==> src/rtl/counter_pkg.sv <==
// rtl/counter_pkg.sv - shared FSM state encoding and default sizes for updown_counter
package counter_pkg;

  typedef enum logic [1:0] {
    ST_IDLE   = 2'b00,
    ST_RUN    = 2'b01,
    ST_PAUSED = 2'b10
  } state_t;

  localparam int DEFAULT_WIDTH  = 4;
  localparam int DEFAULT_MODULO = 10;

endpackage

==> src/rtl/updown_counter_if.sv <==
// rtl/updown_counter_if.sv - control/status bundle between a counter driver and updown_counter
interface updown_counter_if
  import counter_pkg::*;
#(
  parameter int WIDTH = DEFAULT_WIDTH
);

  logic             enable;
  logic             up;
  logic             start;
  logic             stop;
  logic             clear;
  logic             load;
  logic [WIDTH-1:0] load_value;
  logic [WIDTH-1:0] count;
  logic             carry;
  logic             running;

  modport master (
    output enable, up, start, stop, clear, load, load_value,
    input  count, carry, running
  );

  modport slave (
    input  enable, up, start, stop, clear, load, load_value,
    output count, carry, running
  );

endinterface

==> src/rtl/counter_ctrl.sv <==
// rtl/counter_ctrl.sv - IDLE/RUN/PAUSED control FSM producing running and the count qualifier
module counter_ctrl
  import counter_pkg::*;
(
  input  logic clk,
  input  logic reset,
  input  logic start,
  input  logic stop,
  input  logic clear,
  input  logic enable,
  output logic running,
  output logic step
);

  state_t state;
  state_t state_next;

  // State register, asynchronously forced to IDLE.
  always_ff @(posedge clk or posedge reset) begin
    if (reset) begin
      state <= ST_IDLE;
    end else begin
      state <= state_next;
    end
  end

  // Next state: clear dominates, stop beats start, the unused code falls back to IDLE.
  always_comb begin
    state_next = state;
    if (clear) begin
      state_next = ST_IDLE;
    end else begin
      case (state)
        ST_IDLE:   if (start && !stop) state_next = ST_RUN;
        ST_RUN:    if (stop)           state_next = ST_PAUSED;
        ST_PAUSED: if (start && !stop) state_next = ST_RUN;
        default:                       state_next = ST_IDLE;
      endcase
    end
  end

  // Outputs decode the registered state, so a start edge only counts from the next tick.
  always_comb begin
    running = (state == ST_RUN);
    step    = (state == ST_RUN) && enable;
  end

endmodule

==> src/rtl/updown_counter.sv <==
// rtl/updown_counter.sv - modulo-N up/down counter with carry; COUNTER_SATURATE_EN selects saturate instead of wrap
module updown_counter
  import counter_pkg::*;
#(
  parameter int WIDTH  = DEFAULT_WIDTH,
  parameter int MODULO = DEFAULT_MODULO
) (
  input  logic             clk,
  input  logic             reset,
  updown_counter_if.slave  bus
);

  localparam logic [WIDTH-1:0] MAX_VAL = WIDTH'(MODULO - 1);
  localparam logic [WIDTH:0]   MOD_EXT = (WIDTH + 1)'(MODULO);
  localparam logic [WIDTH-1:0] ONE     = WIDTH'(1);

  logic             step;
  logic             running;
  logic [WIDTH-1:0] count_q;
  logic             carry_q;
  logic [WIDTH-1:0] step_value;
  logic             step_carry;
  logic [WIDTH-1:0] load_eff;

  counter_ctrl u_ctrl (
    .clk     (clk),
    .reset   (reset),
    .start   (bus.start),
    .stop    (bus.stop),
    .clear   (bus.clear),
    .enable  (bus.enable),
    .running (running),
    .step    (step)
  );

  // Value and carry the counter would take on a qualified tick in the sampled direction.
  always_comb begin
    step_value = count_q;
    step_carry = 1'b0;
    if (bus.up) begin
      if (count_q == MAX_VAL) begin
`ifdef COUNTER_SATURATE_EN
        step_value = MAX_VAL;
`else
        step_value = '0;
        step_carry = 1'b1;
`endif
      end else begin
        step_value = count_q + ONE;
`ifdef COUNTER_SATURATE_EN
        step_carry = (step_value == MAX_VAL);
`endif
      end
    end else begin
      if (count_q == '0) begin
`ifdef COUNTER_SATURATE_EN
        step_value = '0;
`else
        step_value = MAX_VAL;
        step_carry = 1'b1;
`endif
      end else begin
        step_value = count_q - ONE;
`ifdef COUNTER_SATURATE_EN
        step_carry = (step_value == '0);
`endif
      end
    end
  end

  // Out-of-range load values clamp to the top of the count range.
  always_comb begin
    load_eff = bus.load_value;
    if ({1'b0, bus.load_value} >= MOD_EXT) begin
      load_eff = MAX_VAL;
    end
  end

  // Count register with priority clear > load > step; carry lasts exactly one cycle.
  always_ff @(posedge clk or posedge reset) begin
    if (reset) begin
      count_q <= '0;
      carry_q <= 1'b0;
    end else if (bus.clear) begin
      count_q <= '0;
      carry_q <= 1'b0;
    end else if (bus.load) begin
      count_q <= load_eff;
      carry_q <= 1'b0;
    end else if (step) begin
      count_q <= step_value;
      carry_q <= step_carry;
    end else begin
      carry_q <= 1'b0;
    end
  end

  assign bus.count   = count_q;
  assign bus.carry   = carry_q;
  assign bus.running = running;

endmodule

==> src/flat_wrapper.sv <==
// flat-port wrapper written by rule: the top's interface ports become plain ports
module updown_counter_flat import counter_pkg::*;
#(
  parameter int WIDTH  = DEFAULT_WIDTH,
  parameter int MODULO = DEFAULT_MODULO
)
  (clk, reset, bus_enable, bus_up, bus_start, bus_stop, bus_clear, bus_load, bus_load_value, bus_count, bus_carry, bus_running);
  updown_counter_if #(.WIDTH(WIDTH)) bus_i ();
  input  logic clk;
  input  logic reset;
  input wire logic [$bits(bus_i.enable)-1:0] bus_enable;
  input wire logic [$bits(bus_i.up)-1:0] bus_up;
  input wire logic [$bits(bus_i.start)-1:0] bus_start;
  input wire logic [$bits(bus_i.stop)-1:0] bus_stop;
  input wire logic [$bits(bus_i.clear)-1:0] bus_clear;
  input wire logic [$bits(bus_i.load)-1:0] bus_load;
  input wire logic [$bits(bus_i.load_value)-1:0] bus_load_value;
  output wire logic [$bits(bus_i.count)-1:0] bus_count;
  output wire logic [$bits(bus_i.carry)-1:0] bus_carry;
  output wire logic [$bits(bus_i.running)-1:0] bus_running;
  assign bus_i.enable = bus_enable;
  assign bus_i.up = bus_up;
  assign bus_i.start = bus_start;
  assign bus_i.stop = bus_stop;
  assign bus_i.clear = bus_clear;
  assign bus_i.load = bus_load;
  assign bus_i.load_value = bus_load_value;
  assign bus_count = bus_i.count;
  assign bus_carry = bus_i.carry;
  assign bus_running = bus_i.running;
  updown_counter #(.WIDTH(WIDTH), .MODULO(MODULO)) u_core (.clk(clk), .reset(reset), .bus(bus_i));
endmodule
==> config.mk <==
export PLATFORM = sky130hd
export DESIGN_NAME = updown_counter_flat
export DESIGN_NICKNAME = d
export VERILOG_FILES = /design/src/rtl/counter_pkg.sv /design/src/rtl/updown_counter_if.sv /design/src/rtl/counter_ctrl.sv /design/src/rtl/updown_counter.sv /design/src/flat_wrapper.sv
export SDC_FILE = /design/constraint.sdc
export NUM_CORES = 1
export LEC_CHECK = 0
export BUFFER_PORTS_ARGS = -buffer_cell sky130_fd_sc_hd__buf_4
export CAP_MARGIN = 20
export CORE_AREA = 2 2 39 41
export DETAILED_ROUTE_END_ITERATION = 10
export DIE_AREA = 0 0 41 43
export HOLD_SLACK_MARGIN = 0.06
export PLACE_DENSITY = 0.79
export RECOVER_POWER = 25
export SETUP_SLACK_MARGIN = 0.5
export SYNTH_ARGS = -nofsm -noshare
export SYNTH_HDL_FRONTEND = slang
export SYNTH_SLANG_ARGS = --single-unit
export TNS_END_PERCENT = 5
==> constraint.sdc <==
create_clock -name clk -period 4.05 [get_ports clk]
set_input_delay 1.0125 -clock clk [delete_from_list [all_inputs] [get_ports clk]]
set_output_delay 1.0125 -clock clk [all_outputs]
set_load 0.02 [all_outputs]
==> impl_metrics.prom <==
# TYPE chip_impl_metric gauge
chip_impl_info{name="run_status",value="complete, no violations"} 1
chip_impl_metric{name="detailedRoute.firstPassIterationCount",unit=""} 4
chip_impl_metric{name="max_cap_violations",unit=""} 0
chip_impl_info{name="dominantRegCellSynth",value="sky130_fd_sc_hd__dfrtp_1"} 1
chip_impl_metric{name="ant_nets",unit=""} 0
chip_impl_metric{name="ys_seq_elements",unit=""} 7
chip_impl_info{name="critPathTopFamily",value="flip-flops"} 1
chip_impl_metric{name="syn_area_per_cell",unit="sq um"} 9.29
chip_impl_metric{name="finalWorstPathRequiredPeriod",unit="ns"} 2.04
chip_impl_metric{name="drcViolationCount",unit=""} 0
chip_impl_metric{name="floorplan.initialDensity",unit="%"} 42.9
chip_impl_metric{name="vdd_drop_max",unit="mV"} 0.0989
chip_impl_metric{name="io_pins",unit=""} 18
chip_impl_metric{name="fp.dieH",unit="um"} 43
chip_impl_metric{name="cpPeakStageDelay",unit="ns"} 0.37
chip_impl_metric{name="relSlewSlack",unit="%"} 74.3
chip_impl_metric{name="viasPerCell",unit=""} 5.65
chip_impl_metric{name="dpl_cell_area",unit="sq um"} 718
chip_impl_metric{name="port_buffers",unit=""} 17
chip_impl_metric{name="cts_htree_levels",unit=""} 1
chip_impl_metric{name="synth-warning-count",unit=""} 0
chip_impl_metric{name="max_fanout_on_critical_path",unit=""} 5
chip_impl_metric{name="clock.fmax",unit="MHz"} 491
chip_impl_metric{name="grt_pass1_wl",unit="um"} 2090
chip_impl_info{name="timing.hold.worst.class",value="reg2reg"} 1
chip_impl_metric{name="power_leakage",unit="nW"} 0.332
chip_impl_metric{name="cts-root-to-sink-buffers",unit=""} 2
chip_impl_metric{name="timing_worst_slew_pin_value",unit="ns"} 0.375
chip_impl_metric{name="worst_ep_arrival_time",unit="ns"} 1.03
chip_impl_metric{name="cts_made_buffers",unit=""} 3
chip_impl_metric{name="initialDrtViolationCount",unit=""} 10
chip_impl_metric{name="die_footprint",unit="sq um"} 1760
chip_impl_metric{name="clock_latency",unit="ns"} 0.25
chip_impl_metric{name="skew",unit="ns"} 0.000260
chip_impl_metric{name="global_route.overflow_total",unit=""} 0
chip_impl_metric{name="clkSlewWorstSetupHoldPaths",unit="ns"} 0.05
chip_impl_metric{name="antenna_cells",unit=""} 0
chip_impl_metric{name="route.vias.total",unit=""} 554
chip_impl_metric{name="row_count",unit=""} 14
chip_impl_info{name="synth.top_cells.by_area",value="sky130_fd_sc_hd__dfrtp_1 (29%), sky130_fd_sc_hd__ha_1 (8.4%), sky130_fd_sc_hd__a211oi_1 (3.8%), sky130_fd_sc_hd__inv_1 (3.8%), sky130_fd_sc_hd__a211oi_4 (3.4%)"} 1
chip_impl_metric{name="num-nets-final",unit=""} 99
chip_impl_metric{name="slew_violations",unit=""} 0
chip_impl_metric{name="layout-drive-gt1-share",unit="%"} 29.3
chip_impl_info{name="endpoint_kind",value="output pin"} 1
chip_impl_metric{name="gp_congestion",unit=""} 0.852
chip_impl_metric{name="timing.critical_path.buf_inv",unit=""} 1
chip_impl_info{name="crit_path_top_delay_cell",value="sky130_fd_sc_hd__dfrtp_1"} 1
chip_impl_metric{name="grt_start_max_net_pins",unit=""} 12
chip_impl_metric{name="final_hold_viol_count",unit=""} 0
chip_impl_metric{name="cts_hold_repair.buffers",unit=""} 0
chip_impl_metric{name="finalSetupViolCount",unit=""} 0
chip_impl_metric{name="grt_pass1_vias",unit=""} 499
chip_impl_metric{name="grt_use_total",unit="%"} 17.6
chip_impl_info{name="timing.setup.critical_path_class",value="reg2out"} 1
chip_impl_metric{name="final_layout_setup_total_negative_slack",unit="ns"} 0
chip_impl_info{name="cts_tree",value="yes"} 1
chip_impl_metric{name="post_cts_resize_count",unit=""} 0
chip_impl_info{name="crit_path_start_kind",value="flop"} 1
chip_impl_metric{name="width_of_the_chip",unit="um"} 41
chip_impl_metric{name="stdcell_area",unit="sq um"} 744
chip_impl_info{name="rsz0062_at_grt",value="false"} 1
chip_impl_metric{name="cp_data_required_time",unit="ns"} 3.04
chip_impl_metric{name="cellPowerDensity",unit="nW/um^2"} 295
chip_impl_metric{name="clkSinkCount",unit=""} 7
chip_impl_metric{name="syn-instance-count",unit=""} 64
chip_impl_metric{name="timing.final.crit_share",unit="%"} 50.3
chip_impl_metric{name="routed_wirelength",unit="um"} 1250
chip_impl_metric{name="core_area",unit="sq um"} 1380
chip_impl_metric{name="synth.net_count",unit=""} 80
chip_impl_metric{name="area_delta_synth_final",unit="%"} 25.3
chip_impl_metric{name="fraction_of_synthesized_cell_area_taken_by_the_top_area_cell_type",unit="%"} 29.5
chip_impl_metric{name="post-dp-hpwl",unit="um"} 980
chip_impl_metric{name="number_of_antenna_violations_at_the_first_check_in_global_routing",unit=""} 0
chip_impl_info{name="synth_largest_area_cell",value="sky130_fd_sc_hd__dfrtp_1"} 1
chip_impl_metric{name="synthDistinctLibCells",unit=""} 35
chip_impl_metric{name="synth.cell_area",unit="sq um"} 594
chip_impl_info{name="cts-root-buf",value="sky130_fd_sc_hd__clkbuf_4"} 1
chip_impl_metric{name="synth_edf_count",unit=""} 0
chip_impl_metric{name="synth_seq_area_share",unit="%"} 29.5
chip_impl_info{name="critical_path.cell_chain",value="nor2b_4, buf_4"} 1
chip_impl_metric{name="cts_post_setup_buffers_inserted",unit=""} 0
chip_impl_metric{name="asyncSetResetFlopFracSynth",unit="%"} 100
chip_impl_metric{name="fillCellCount",unit=""} 128
chip_impl_metric{name="drt-wirelength-per-cell",unit="um"} 12.8
[power breakdown]
part           leakage (nW)  internal (mW)  switching [mW]
Clock                0.0150         0.0377          0.0267
Sequential           0.0929         0.0749          0.0101
Combinational         0.224         0.0350          0.0352
[per-layer routing]
metal | global-route usage [%] | share of wire, % | vias up
met4 | 14.0 | 2.6 | 0
li1 | - | - | 272
met2 | 24.1 | 48 | 15
met5 | 0 | 0 | -
met1 | 24.1 | 46 | 263
met3 | 1.57 | 3.8 | 4
[cells in the mapped netlist, drive strengths merged (3+ instances only)]
| cell | count |
|---|---|
| nor2b | 3 |
| buf | 3 |
| inv | 6 |
| nor3 | 3 |
| dfrtp | 7 |
| ha | 4 |
| a211oi | 4 |
| nand2 | 5 |
| nor2 | 3 |
[per-stage QoR]
step           total power [mW]  worst slack [ns]  std cells  utilization (%)  hold WS [ns]
6_report                  0.220              2.01         98             53.8         0.589
5_1_grt                   0.235              1.95         98             53.8         0.654
4_1_cts                   0.221              2.01         98             53.8         0.594
3_5_place_dp              0.156              1.90         94             51.9         0.580
3_3_place_gp              0.154              1.93         94             51.9         0.569
2_1_floorplan             0.132              1.95         64                -         0.551
[area by class of cell]
cell class,count,area (sq um),area share (%)
inverter,6,22.5,3.03
sequential,7,175,23.5
timing repair buffer,17,128,17.1
tap,16,20.0,2.69
multi-input combinational,48,373,50.1
clock buffer,4,26.3,3.53
[worst paths after layout]
| kind | to | slack, ns | startpoint | cells after the start |
|---|---|---|---|---|
| max | bus_running | 2.01 | u_core.u_ctrl.state[0] | 2 |
| min | u_core.u_ctrl.state[1] | 0.59 | u_core.u_ctrl.state[1] | 2 |
| max reg2reg | u_core.bus.count[1] | 2.23 | u_core.bus.count[0] | 6 |
| min reg2reg | u_core.u_ctrl.state[1] | 0.59 | u_core.u_ctrl.state[1] | 2 |
| max in group asynchronous | u_core.bus.count[3] | 3.16 | reset | 2 |
| min in group asynchronous | u_core.u_ctrl.state[0] | 0.69 | reset | 2 |
[state kept, by name, indices dropped and copies added, names as in the netlist]
name,flops
u_core.bus.count,4
u_core.u_ctrl.state,2
u_core.bus.carry,1
[placed cells by master (no fill, tap or decap), types with 2 or more instances in the layout]
cell type	netlist	layout
sky130_fd_sc_hd__ha_1	4	4
sky130_fd_sc_hd__nand2_1	5	5
sky130_fd_sc_hd__a211oi_1	3	3
sky130_fd_sc_hd__nand4b_1	2	2
sky130_fd_sc_hd__o21ai_0	2	2
sky130_fd_sc_hd__a21oi_1	2	2
sky130_fd_sc_hd__nor2_1	3	3
sky130_fd_sc_hd__nand2b_1	2	2
sky130_fd_sc_hd__clkbuf_4	0	4
sky130_fd_sc_hd__nor3_1	3	3
sky130_fd_sc_hd__inv_1	6	6
sky130_fd_sc_hd__buf_4	1	16
sky130_fd_sc_hd__dfrtp_1	7	7
sky130_fd_sc_hd__nor2b_1	2	2
[cells by family (layout without fill, tap and decap cells)]
logic type	Yosys count	count (layout)	share of synthesized area, %
simple gates	25	25	25.7
compound gates	17	17	24.6
buf+inv	9	27	7.79
flops	7	7	29.5
fa+ha+maj	4	4	8.42
xor+xnor	1	1	1.47
mux	1	1	2.53
[worst reg2reg max path, stage by stage (launching register included)]
cell                       delay [ns]
sky130_fd_sc_hd__dfrtp_1         0.46
sky130_fd_sc_hd__inv_1           0.16
sky130_fd_sc_hd__ha_1            0.22
sky130_fd_sc_hd__or3b_1          0.36
sky130_fd_sc_hd__a21o_1          0.20
sky130_fd_sc_hd__a221oi_2        0.23
sky130_fd_sc_hd__a211oi_1        0.07
(Power assumes the default switching activity.)
